`src/rtl/feedback_stim_encoder_if.sv`:
```
// Stimulation request handshake between the feedback encoder (master)
// and the downstream stimulator (slave).
interface feedback_stim_encoder_if #(
  parameter int unsigned CH_W = 3
);
  logic            stim_valid;
  logic            stim_ready;
  logic [CH_W-1:0] stim_channel;
  logic [1:0]      stim_kind;

  modport master (output stim_valid, output stim_channel, output stim_kind, input stim_ready);
  modport slave  (input stim_valid, input stim_channel, input stim_kind, output stim_ready);
endinterface

```
`src/rtl/feedback_stim_encoder.sv`:
```
// Converts game-stage ball position and round results into stimulation
// requests: periodic sensory pulses, a fixed win burst and a noisy lose burst.
module feedback_stim_encoder #(
  parameter int unsigned BOARD_HEIGHT = 16,
  parameter int unsigned NUM_CH       = 8,
  parameter int unsigned SENSE_BASE   = 100,
  parameter int unsigned SENSE_SHIFT  = 2,
  parameter int unsigned WIN_PULSES   = 4,
  parameter int unsigned WIN_GAP      = 10,
  parameter int unsigned LOSE_PULSES  = 16,
  parameter int unsigned LOSE_GAP     = 5,
  parameter logic [15:0] LFSR_SEED    = 16'hACE1
) (
  input  logic                    clk,
  input  logic                    reset_n,
  input  logic                    enable,
  input  logic [7:0]              ball_x,
  input  logic [7:0]              ball_y,
  input  logic                    result_en,
  input  logic                    game_result,
  feedback_stim_encoder_if.master stim,
  output logic                    feedback_active,
  output logic [15:0]             pulse_count
);

  localparam int unsigned CH_W       = (NUM_CH > 1) ? $clog2(NUM_CH) : 1;
  localparam int unsigned MAX_PULSES = (WIN_PULSES > LOSE_PULSES) ? WIN_PULSES : LOSE_PULSES;
  localparam int unsigned MAX_GAP    = (WIN_GAP > LOSE_GAP) ? WIN_GAP : LOSE_GAP;
  localparam int unsigned BURST_W    = (MAX_PULSES > 1) ? $clog2(MAX_PULSES) : 1;
  localparam int unsigned GAP_W      = (MAX_GAP > 0) ? $clog2(MAX_GAP + 1) : 1;

  localparam logic [15:0] SENSE_RELOAD = 16'(SENSE_BASE - 1);
  localparam logic [15:0] LFSR_TAPS    = 16'hB400;
  localparam logic [1:0]  KIND_SENSE   = 2'b00;
  localparam logic [1:0]  KIND_WIN     = 2'b01;
  localparam logic [1:0]  KIND_LOSE    = 2'b10;

  typedef enum logic [1:0] {IDLE, SENSE, WIN_BURST, LOSE_NOISE} state_t;

  state_t             state, state_n;
  logic               valid_q, valid_n;
  logic [CH_W-1:0]    ch_q, ch_n;
  logic [1:0]         kind_q, kind_n;
  logic [15:0]        cnt_q, cnt_n;
  logic [BURST_W-1:0] burst_q, burst_n;
  logic [GAP_W-1:0]   gap_q, gap_n;
  logic [15:0]        lfsr_q, lfsr_n;
  logic               pend_q, pend_n;
  logic               pend_win_q, pend_win_n;
  logic [CH_W-1:0]    pend_ch_q, pend_ch_n;
  logic               result_en_q;
  logic [15:0]        pulse_n;

  logic               accept;
  logic               rise;
  logic               go_burst;
  logic               is_lose;
  logic [15:0]        period;
  logic [15:0]        reload;
  logic [15:0]        lfsr_step;
  logic [CH_W-1:0]    y_ch;
  logic [BURST_W-1:0] last_idx;
  logic [GAP_W-1:0]   gap_len;

  // Row-to-electrode mapping, clamped for ball_y beyond the board.
  function automatic logic [CH_W-1:0] map_ch(input logic [7:0] y);
    logic [31:0] scaled;
    scaled = (32'(y) * 32'(NUM_CH)) / 32'(BOARD_HEIGHT);
    if (scaled > 32'(NUM_CH - 1)) map_ch = CH_W'(NUM_CH - 1);
    else                          map_ch = CH_W'(scaled);
  endfunction

  assign accept    = valid_q & stim.stim_ready;
  assign rise      = result_en & ~result_en_q;
  assign period    = 16'(SENSE_BASE) + ({8'd0, ball_x} << SENSE_SHIFT);
  assign reload    = period - 16'd1;
  assign lfsr_step = {1'b0, lfsr_q[15:1]} ^ (lfsr_q[0] ? LFSR_TAPS : 16'h0000);
  assign y_ch      = map_ch(ball_y);
  assign is_lose   = (state == LOSE_NOISE);
  assign last_idx  = is_lose ? BURST_W'(LOSE_PULSES - 1) : BURST_W'(WIN_PULSES - 1);
  assign gap_len   = is_lose ? GAP_W'(LOSE_GAP) : GAP_W'(WIN_GAP);

  assign stim.stim_valid   = valid_q;
  assign stim.stim_channel = ch_q;
  assign stim.stim_kind    = kind_q;

  // State and datapath registers.
  always_ff @(posedge clk) begin
    if (!reset_n) begin
      state           <= IDLE;
      valid_q         <= 1'b0;
      ch_q            <= '0;
      kind_q          <= KIND_SENSE;
      cnt_q           <= SENSE_RELOAD;
      burst_q         <= '0;
      gap_q           <= '0;
      lfsr_q          <= LFSR_SEED;
      pend_q          <= 1'b0;
      pend_win_q      <= 1'b0;
      pend_ch_q       <= '0;
      result_en_q     <= 1'b0;
      feedback_active <= 1'b0;
      pulse_count     <= '0;
    end else begin
      state           <= state_n;
      valid_q         <= valid_n;
      ch_q            <= ch_n;
      kind_q          <= kind_n;
      cnt_q           <= cnt_n;
      burst_q         <= burst_n;
      gap_q           <= gap_n;
      lfsr_q          <= lfsr_n;
      pend_q          <= pend_n;
      pend_win_q      <= pend_win_n;
      pend_ch_q       <= pend_ch_n;
      result_en_q     <= result_en;
      feedback_active <= (state_n == WIN_BURST) || (state_n == LOSE_NOISE);
      pulse_count     <= pulse_n;
    end
  end

  // Next-state and next-output logic.
  always_comb begin
    state_n    = state;
    valid_n    = valid_q;
    ch_n       = ch_q;
    kind_n     = kind_q;
    cnt_n      = cnt_q;
    burst_n    = burst_q;
    gap_n      = gap_q;
    lfsr_n     = lfsr_q;
    pend_n     = pend_q;
    pend_win_n = pend_win_q;
    pend_ch_n  = pend_ch_q;
    go_burst   = 1'b0;
    pulse_n    = (accept && (pulse_count != 16'hFFFF)) ? pulse_count + 16'd1 : pulse_count;

    case (state)
      IDLE: begin
        valid_n = 1'b0;
        pend_n  = 1'b0;
        if (enable) begin
          state_n = SENSE;
          cnt_n   = SENSE_RELOAD;
        end
      end

      SENSE: begin
        if (rise && !pend_q) begin
          pend_n     = 1'b1;
          pend_win_n = game_result;
          pend_ch_n  = y_ch;
        end
        // Counter only runs with no request outstanding; reaching zero raises one.
        if (valid_q) begin
          if (accept) begin
            valid_n = 1'b0;
            cnt_n   = reload;
            if (pend_q)       go_burst = 1'b1;
            else if (!enable) state_n  = IDLE;
          end
        end else if (pend_q) begin
          go_burst = 1'b1;
        end else if (!enable) begin
          state_n = IDLE;
        end else if (cnt_q <= 16'd1) begin
          valid_n = 1'b1;
          kind_n  = KIND_SENSE;
          ch_n    = y_ch;
          cnt_n   = 16'd0;
        end else begin
          cnt_n = cnt_q - 16'd1;
        end

        if (go_burst) begin
          pend_n  = 1'b0;
          burst_n = '0;
          gap_n   = '0;
          valid_n = 1'b1;
          if (pend_win_q) begin
            state_n = WIN_BURST;
            kind_n  = KIND_WIN;
            ch_n    = pend_ch_q;
          end else begin
            state_n = LOSE_NOISE;
            kind_n  = KIND_LOSE;
            ch_n    = lfsr_q[CH_W-1:0];
          end
        end
      end

      WIN_BURST, LOSE_NOISE: begin
        if (valid_q) begin
          if (accept) begin
            if (is_lose) lfsr_n = lfsr_step;
            if (burst_q == last_idx) begin
              valid_n = 1'b0;
              if (enable) begin
                state_n = SENSE;
                cnt_n   = reload;
              end else begin
                state_n = IDLE;
              end
            end else begin
              burst_n = burst_q + BURST_W'(1);
              if (gap_len == '0) begin
                if (is_lose) ch_n = lfsr_step[CH_W-1:0];
              end else begin
                valid_n = 1'b0;
                gap_n   = gap_len;
              end
            end
          end
        end else if (gap_q <= GAP_W'(1)) begin
          valid_n = 1'b1;
          gap_n   = '0;
          if (is_lose) ch_n = lfsr_q[CH_W-1:0];
        end else begin
          gap_n = gap_q - GAP_W'(1);
        end
      end

      default: state_n = IDLE;
    endcase
  end

endmodule

```
`src/flat_wrapper.sv`:
```
// flat-port wrapper written by rule: the top's interface ports become plain ports
module feedback_stim_encoder_flat 
#(
  parameter int unsigned BOARD_HEIGHT = 16,
  parameter int unsigned NUM_CH       = 8,
  parameter int unsigned SENSE_BASE   = 100,
  parameter int unsigned SENSE_SHIFT  = 2,
  parameter int unsigned WIN_PULSES   = 4,
  parameter int unsigned WIN_GAP      = 10,
  parameter int unsigned LOSE_PULSES  = 16,
  parameter int unsigned LOSE_GAP     = 5,
  parameter logic [15:0] LFSR_SEED    = 16'hACE1
)
  (clk, reset_n, enable, ball_x, ball_y, result_en, game_result, feedback_active, pulse_count, stim_stim_valid, stim_stim_channel, stim_stim_kind, stim_stim_ready);
  feedback_stim_encoder_if #(.CH_W(3)) stim_i ();
  input  logic clk;
  input  logic reset_n;
  input  logic enable;
  input  logic [7:0] ball_x;
  input  logic [7:0] ball_y;
  input  logic result_en;
  input  logic game_result;
  output logic feedback_active;
  output logic [15:0] pulse_count;
  output wire logic [$bits(stim_i.stim_valid)-1:0] stim_stim_valid;
  output wire logic [$bits(stim_i.stim_channel)-1:0] stim_stim_channel;
  output wire logic [$bits(stim_i.stim_kind)-1:0] stim_stim_kind;
  input wire logic [$bits(stim_i.stim_ready)-1:0] stim_stim_ready;
  assign stim_stim_valid = stim_i.stim_valid;
  assign stim_stim_channel = stim_i.stim_channel;
  assign stim_stim_kind = stim_i.stim_kind;
  assign stim_i.stim_ready = stim_stim_ready;
  feedback_stim_encoder #(.BOARD_HEIGHT(BOARD_HEIGHT), .NUM_CH(NUM_CH), .SENSE_BASE(SENSE_BASE), .SENSE_SHIFT(SENSE_SHIFT), .WIN_PULSES(WIN_PULSES), .WIN_GAP(WIN_GAP), .LOSE_PULSES(LOSE_PULSES), .LOSE_GAP(LOSE_GAP), .LFSR_SEED(LFSR_SEED)) u_core (.clk(clk), .reset_n(reset_n), .enable(enable), .ball_x(ball_x), .ball_y(ball_y), .result_en(result_en), .game_result(game_result), .stim(stim_i), .feedback_active(feedback_active), .pulse_count(pulse_count));
endmodule
```
`config.mk`:
```
export PLATFORM = sky130hd
export DESIGN_NAME = feedback_stim_encoder_flat
export DESIGN_NICKNAME = d
export VERILOG_FILES = /design/src/rtl/feedback_stim_encoder_if.sv /design/src/rtl/feedback_stim_encoder.sv /design/src/flat_wrapper.sv
export SDC_FILE = /design/constraint.sdc
export NUM_CORES = 1
export LEC_CHECK = 0
export BUFFER_PORTS_ARGS = -buffer_cell sky130_fd_sc_hd__buf_2
export CELL_PAD_IN_SITES_DETAIL_PLACEMENT = 0
export CELL_PAD_IN_SITES_GLOBAL_PLACEMENT = 1
export CORE_ASPECT_RATIO = 0.9
export CORE_MARGIN = 5
export CORE_UTILIZATION = 43
export CTS_CLUSTER_DIAMETER = 100
export DETAILED_ROUTE_END_ITERATION = 8
export PLACE_DENSITY_LB_ADDON = 0.12
export SLEW_MARGIN = 20
export SYNTH_ARGS = -nofsm -noshare
export SYNTH_HDL_FRONTEND = slang
export SYNTH_SLANG_ARGS = --single-unit
```
`constraint.sdc`:
```
create_clock -name clk -period 2.05 [get_ports clk]
set_input_delay 0.205 -clock clk [delete_from_list [all_inputs] [get_ports clk]]
set_output_delay 0.205 -clock clk [all_outputs]
set_load 0.01 [all_outputs]
```
==> results of run 1 <==
## power by group
part	leakage [nW]	internal, mW	switching [mW]
Combinational	1.12	0.0804	0.115
Sequential	0.573	1.39	0.0111
Clock	0.0916	0.561	0.555
## worst min-delay path: cells and delay by family
family | cells | cell delay (ns)
simple gates | 1 | 0.07
mux | 1 | 0.05
buf+inv | 1 | 0.08
## metal layers
| metal | vias to the layer above | global-route usage (%) |
|---|---|---|
| li1 | 1794 | - |
| met1 | 1584 | 25.4 |
| met2 | 72 | 25.8 |
| met3 | 11 | 3.86 |
| met4 | 0 | 4.66 |
| met5 | - | 0 |
## stage by stage
stage	total power [mW]	instances
after CTS	2.75	652
after detailed placement	1.62	636
after global routing	2.81	654
after global placement	1.62	636
after floorplan	1.55	468
final	2.71	654
## area by class of cell
type	count	area [um^2]
clock buffers	9	124
clock inverters	7	71.3
fillers	871	4090
inverters	9	33.8
multi-input cells	365	2220
flip-flops and latches	71	1420
well taps	119	149
repair buffers	74	460
## timing repair
| item | 4_1_cts | 5_1_grt |
|---|---|---|
| endpoints found under the setup margin | 0 | 3 |
| buffers inserted | 0 | 2 |
| gates resized for setup | 0 | 4 |
## state kept, by name, indices dropped and copies added (netlist names), 2 cells and up
| register | count |
|---|---|
| u_core.cnt_q | 16 |
| u_core.lfsr_q | 16 |
| u_core.pulse_count | 16 |
| u_core.burst_q | 4 |
| u_core.gap_q | 4 |
| u_core.pend_ch_q | 3 |
| u_core.stim.stim_channel | 3 |
| u_core.state | 2 |
| u_core.stim.stim_kind | 2 |
## final timing paths
kind,cells after the start,endpoint,slack [ns]
hold reg to reg,2,u_core.lfsr_q[8]$_SDFFE_PN0P_,0.45
setup / recovery,8,u_core.pulse_count[15]$_SDFFE_PN0P_,0.10
hold / removal,3,u_core.pend_win_q$_SDFFE_PN0P_,0.09
setup reg to reg,8,u_core.pulse_count[15]$_SDFFE_PN0P_,0.10
## kinds of logic after synthesis
family,count (synthesis)
mux,6
fa+ha+maj,7
xor+xnor,29
flops,71
compound gates,112
buf+inv,32
simple gates,211
## layout by cell type (no fill, tap or decap), types with 5 or more instances in the layout
master,instances
o21ai_1,11
a211oi_1,6
and4_1,6
and2_1,6
dfxtp_1,71
ha_1,6
xnor2_1,18
and3_1,7
clkbuf_8,9
o211ai_1,9
a21oi_1,28
nand2b_1,5
a22oi_1,6
nand2_1,59
nand3_1,22
inv_1,9
nor2_1,60
buf_2,43
nand4_1,5
o21ai_0,26
nor4_1,6
nor3_1,12
xor2_1,11
buf_4,30
==> impl_metrics.toml, run 1 <==
[global_route]
grt_start_max_net_pins = 48
grt_usage_pct = 17.4
overflow = 0
grt_pass1_wl_um = 15100
grt_pass1_vias = 3135
grt_antenna_before_repair = 0

[power]
power.density_nw_per_um2 = 605
ir_drop_mv = 0.312
p_leak_nw = 1.79

[timing]
report.final.slew_viol_count = 0
finalCritPeriodShare_pct = 95.0
finalSetupViolations = 0
clock_skew_ns = 0.0166
worstMarginPinSlew_ns = 0.543
rsz0062_at_grt = "no"
tns_ns = 0
fin_ws_ns = 0.103
min_period_ns = 1.95
whs_ns = 0.0857
slew_headroom_pct = 63.7
hold_viol_final = 0
fmax_ghz = 0.514

[outcome]
status = "complete, no violations"

[cells_and_area]
final_area_um2 = 4480
antenna-diode-count = 0
nNetsFinal = 559
final_util_pct = 52.2
area_delta_synth_final_pct = 18.8
drive_gt1_share_pct = 20.7

[route]
wl_met3_um = 443
routed_wl_um = 9180
wire_per_inst_um = 14.0
vias = 3461
firstDrtPassIters = 4
vias_per_cell = 5.29
met2_length_um = 3800
drt_iter0_markers = 191
ant_nets = 0
m1WireLength_um = 4820
drc = 0
top_signal_layer_used = "met4"

[clock_tree]
clock_latency_ns = 0.35
clkTransAtPathRegs_ns = 0.08
cts_root_buffer = "clkbuf_8"
tritoncts = "built"
h-tree-depth = 3
cts_buffers = 9
holdBufCountCts = 0
cts_sinks = 71
ctsLongestPathBuffers = 2

[yosys]
syn_area_per_cell_um2 = 8.06
ys_warn_count = 0
synth-seq-cells = 71
syn-num-nets = 497
yosysMostFrequentCell = "dfxtp_1"
synth_xor_area_share_pct = 6.74
ys_async_sr_fraction_pct = 0
synth_compound_area_share_pct = 19.0
synth_top_area_cell = "dfxtp_1"
yosys-top-cells-count = "dfxtp_1 (71), nor2_1 (61), nand2_1 (59), a21oi_1 (28), o21ai_0 (26)"
synth_top_family_by_area = "simple AND/OR/NAND/NOR gates"
netlist_top_cells_area = "dfxtp_1 (38%), nor2_1 (6.1%), nand2_1 (5.9%)"
synth_edf_count = 0
synth_fa_ha_area_share_pct = 2.32
synth_top_area_share_pct = 37.7
ys_seq_area_share_pct = 37.7
yosys_most_used_dff = "dfxtp_1"
syn_area_um2 = 3770
yosys.cell_types.count = 59
synth.area.mux_share_pct = 1.69
synthCells = 468
synthSimpleGateAreaFrac_pct = 28.7

[setup_path]
cp_data_arrival_time_ns = 2.17
cp.required_ns = 2.27
critPathMaxFanout = 4
criticalPathCategory = "flip-flop to flip-flop"
cpPeakStageDelay_ns = 0.38
cp-start-kind = "flip-flop"
slowest_stage = "nor4b_4"
cp-end-kind = "flip-flop"
r2r_start = "u_core.pulse_count[0]$_SDFFE_PN0P_"
cp_num_buf_inv = 1
crit_family = "simple AND/OR/NAND/NOR gates"
crit_chain = "ha_1, and3_1, and4_1, nor4b_4, buf_4, nand3_1, xor2_1, nor2_1"
startpoint = "u_core.pulse_count[0]$_SDFFE_PN0P_"

[place]
port_buffers = 43
place.gp.congestion = 0.838
hpwl_um = 6660
place_area_um2 = 4250
place_ws_ns = 0.0579

[die]
chipWidth_um = 109
start_util_pct = 44.0
rows = 32
die_y_um = 98.8
boundaryPins = 45
core_area_um2 = 8570
dieArea_um2 = 10700

[min_path]
hp-start = "game_result"
hold_path_class = "input port to flip-flop"

[job]
max_cap_viol_count = 0
Note: power is estimated with default switching activity, not from simulation.
==> run 2: changes to the inputs <==
==> constraint.sdc (replaced) <==
create_clock -name clk -period 2.1 [get_ports clk]
set_input_delay 0.21 -clock clk [delete_from_list [all_inputs] [get_ports clk]]
set_output_delay 0.21 -clock clk [all_outputs]
set_load 0.01 [all_outputs]
==> run 2 against run 1 <==
Highest routed layer unchanged. Critical path type unchanged. Die area unchanged. Utilization about the same. Clock skew down 0.0045 ns. Count of clock-buffer cells in the layout unchanged. Total power up 6.5%. Setup slack better by 0.046 ns. Combinational power down 3%. Sequential share of layout area about the same. Non-clock buffer count down 5. Worst hold slack better by 0.0086 ns. Cell area about the same.
==> impl_metrics.toml, run 2 (synthesis results as in run 1) <==
[outcome]
status = "complete, no violations"

[power]
p_int_mw = 2.22
switchingPower_mw = 0.664
p_clk_share_pct = 46.2
combPwrFrac_pct = 6.5
ir_drop_mv = 0.290
power.density_nw_per_um2 = 645
sw_frac_of_total_pct = 23.0
sequentialPowerShare_pct = 47.3
p_leak_nw = 1.79

[clock_tree]
ctsLongestPathBuffers = 2
cts_setup_buffers = 0
cts_buffers = 9
cts_root_buffer = "clkbuf_8"
h-tree-depth = 3
clock_latency_ns = 0.35
tritoncts = "built"
cts_sinks = 71
holdBufCountCts = 0
clkTransAtPathRegs_ns = 0.08

[place]
place_area_um2 = 4220
hpwl_um = 6780
place.gp.congestion = 0.807
port_buffers = 43

[cells_and_area]
final_util_pct = 52.2
top_regs = "u_core.cnt_q (16), u_core.lfsr_q (16), u_core.pulse_count (16)"
fill_cells = 884
most-common-layout-cells = "dfxtp_1 (71), nor2_1 (60), nand2_1 (59)"
antenna-diode-count = 0
nNetsFinal = 554
drive_gt1_share_pct = 19.8
final_area_um2 = 4470
final-seq-area_um2 = 1420
area_delta_synth_final_pct = 18.7
multi_input_area_um2 = 2210
layout_commonest_cell = "dfxtp_1"

[job]
max_cap_viol_count = 0

[setup_path]
startpoint = "u_core.cnt_q[13]$_SDFFE_PN0P_"
cp-start-kind = "flip-flop"
cp-end-kind = "flip-flop"
r2r_start = "u_core.cnt_q[13]$_SDFFE_PN0P_"
criticalPathCategory = "flip-flop to flip-flop"
cp.required_ns = 2.32
critPathMaxFanout = 12
cp_data_arrival_time_ns = 2.17

[timing]
fmax_ghz = 0.513
rsz0062_at_grt = "no"
slew_headroom_pct = 61.9
hold_viol_final = 0
clock_skew_ns = 0.0120
worstMarginPinSlew_ns = 0.569
finalCritPeriodShare_pct = 92.9
finalSetupViolations = 0
tns_ns = 0
min_period_ns = 1.95
report.final.slew_viol_count = 0

[route]
wire_per_inst_um = 14.4
drc = 0
met2_length_um = 3950
ant_nets = 0
wl_met3_um = 420
drt_iter0_markers = 221
vias = 3506
firstDrtPassIters = 4
top_signal_layer_used = "met4"
m1WireLength_um = 4960
vias_per_cell = 5.40
routed_wl_um = 9380

[global_route]
grt_usage_pct = 18.1
grt_pass1_wl_um = 15800
grt_start_max_net_pins = 48
grt_antenna_before_repair = 0
grt_pass1_vias = 3289
overflow = 0

[min_path]
hp-start = "result_en"
hold_path_class = "input port to flip-flop"

[die]
start_util_pct = 44.0
chipWidth_um = 109
dieArea_um2 = 10700
die_y_um = 98.8
rows = 32
boundaryPins = 45
core_area_um2 = 8570
-- run 2: metal layers --
metal  up-vias  global-route usage (%)
met5         -                       0
met4         0                    3.79
met3         8                    4.85
met2        72                    26.8
met1      1644                    26.3
li1       1782                       -
-- run 2: repair_timing --
item                       in CTS  in global routing
resized for setup               0                  3
hold endpoints to repair        0                  0
setup endpoints to repair       0                  6
-- run 2: power groups by stage --
stage,sequential (mW),clock [mW],combinational (mW)
after floorplan,1.39,0,0.118
after global placement,1.40,0,0.183
after detailed placement,1.40,0,0.186
after CTS,1.36,1.37,0.187
after global routing,1.37,1.43,0.208
final,1.37,1.33,0.189
-- run 2: path summary, 6_finish.rpt --
path	slack, ns	cells after the start	endpoint
min	0.09	2	u_core.result_en_q$_SDFF_PN0_
max	0.15	8	u_core.cnt_q[12]$_SDFFE_PN0P_
min reg2reg	0.45	2	u_core.lfsr_q[8]$_SDFFE_PN0P_
max reg2reg	0.15	8	u_core.cnt_q[12]$_SDFFE_PN0P_
-- run 2: cell type report --
cell class / count / share of cell area [%]
multi-input combinational: 365 / 49.5
sequential: 71 / 31.8
timing repair buffer: 69 / 9.17
tap: 119 / 3.33
clock buffer: 9 / 2.77
clock inverter: 7 / 2.69
inverter: 9 / 0.755
-- run 2: stage by stage --
stage | power (mW) | worst slack, ns | hold slack [ns] | cells
after floorplan | 1.51 | 0.228 | 0.332 | 468
after global placement | 1.58 | 0.170 | 0.431 | 633
after detailed placement | 1.58 | 0.100 | 0.438 | 633
after CTS | 2.93 | 0.133 | 0.0733 | 649
after global routing | 3.00 | 0.00605 | 0.0759 | 649
final | 2.89 | 0.149 | 0.0944 | 649
-- run 2: critical path, cell delays in order (launching register included) --
cell and delay [ns]:
dfxtp_1 0.35, nor4_2 0.34, o211ai_1 0.15, buf_4 0.18, o21ai_4 0.31, buf_4 0.20
o21ai_1 0.07, a22oi_1 0.19, nor2_1 0.05
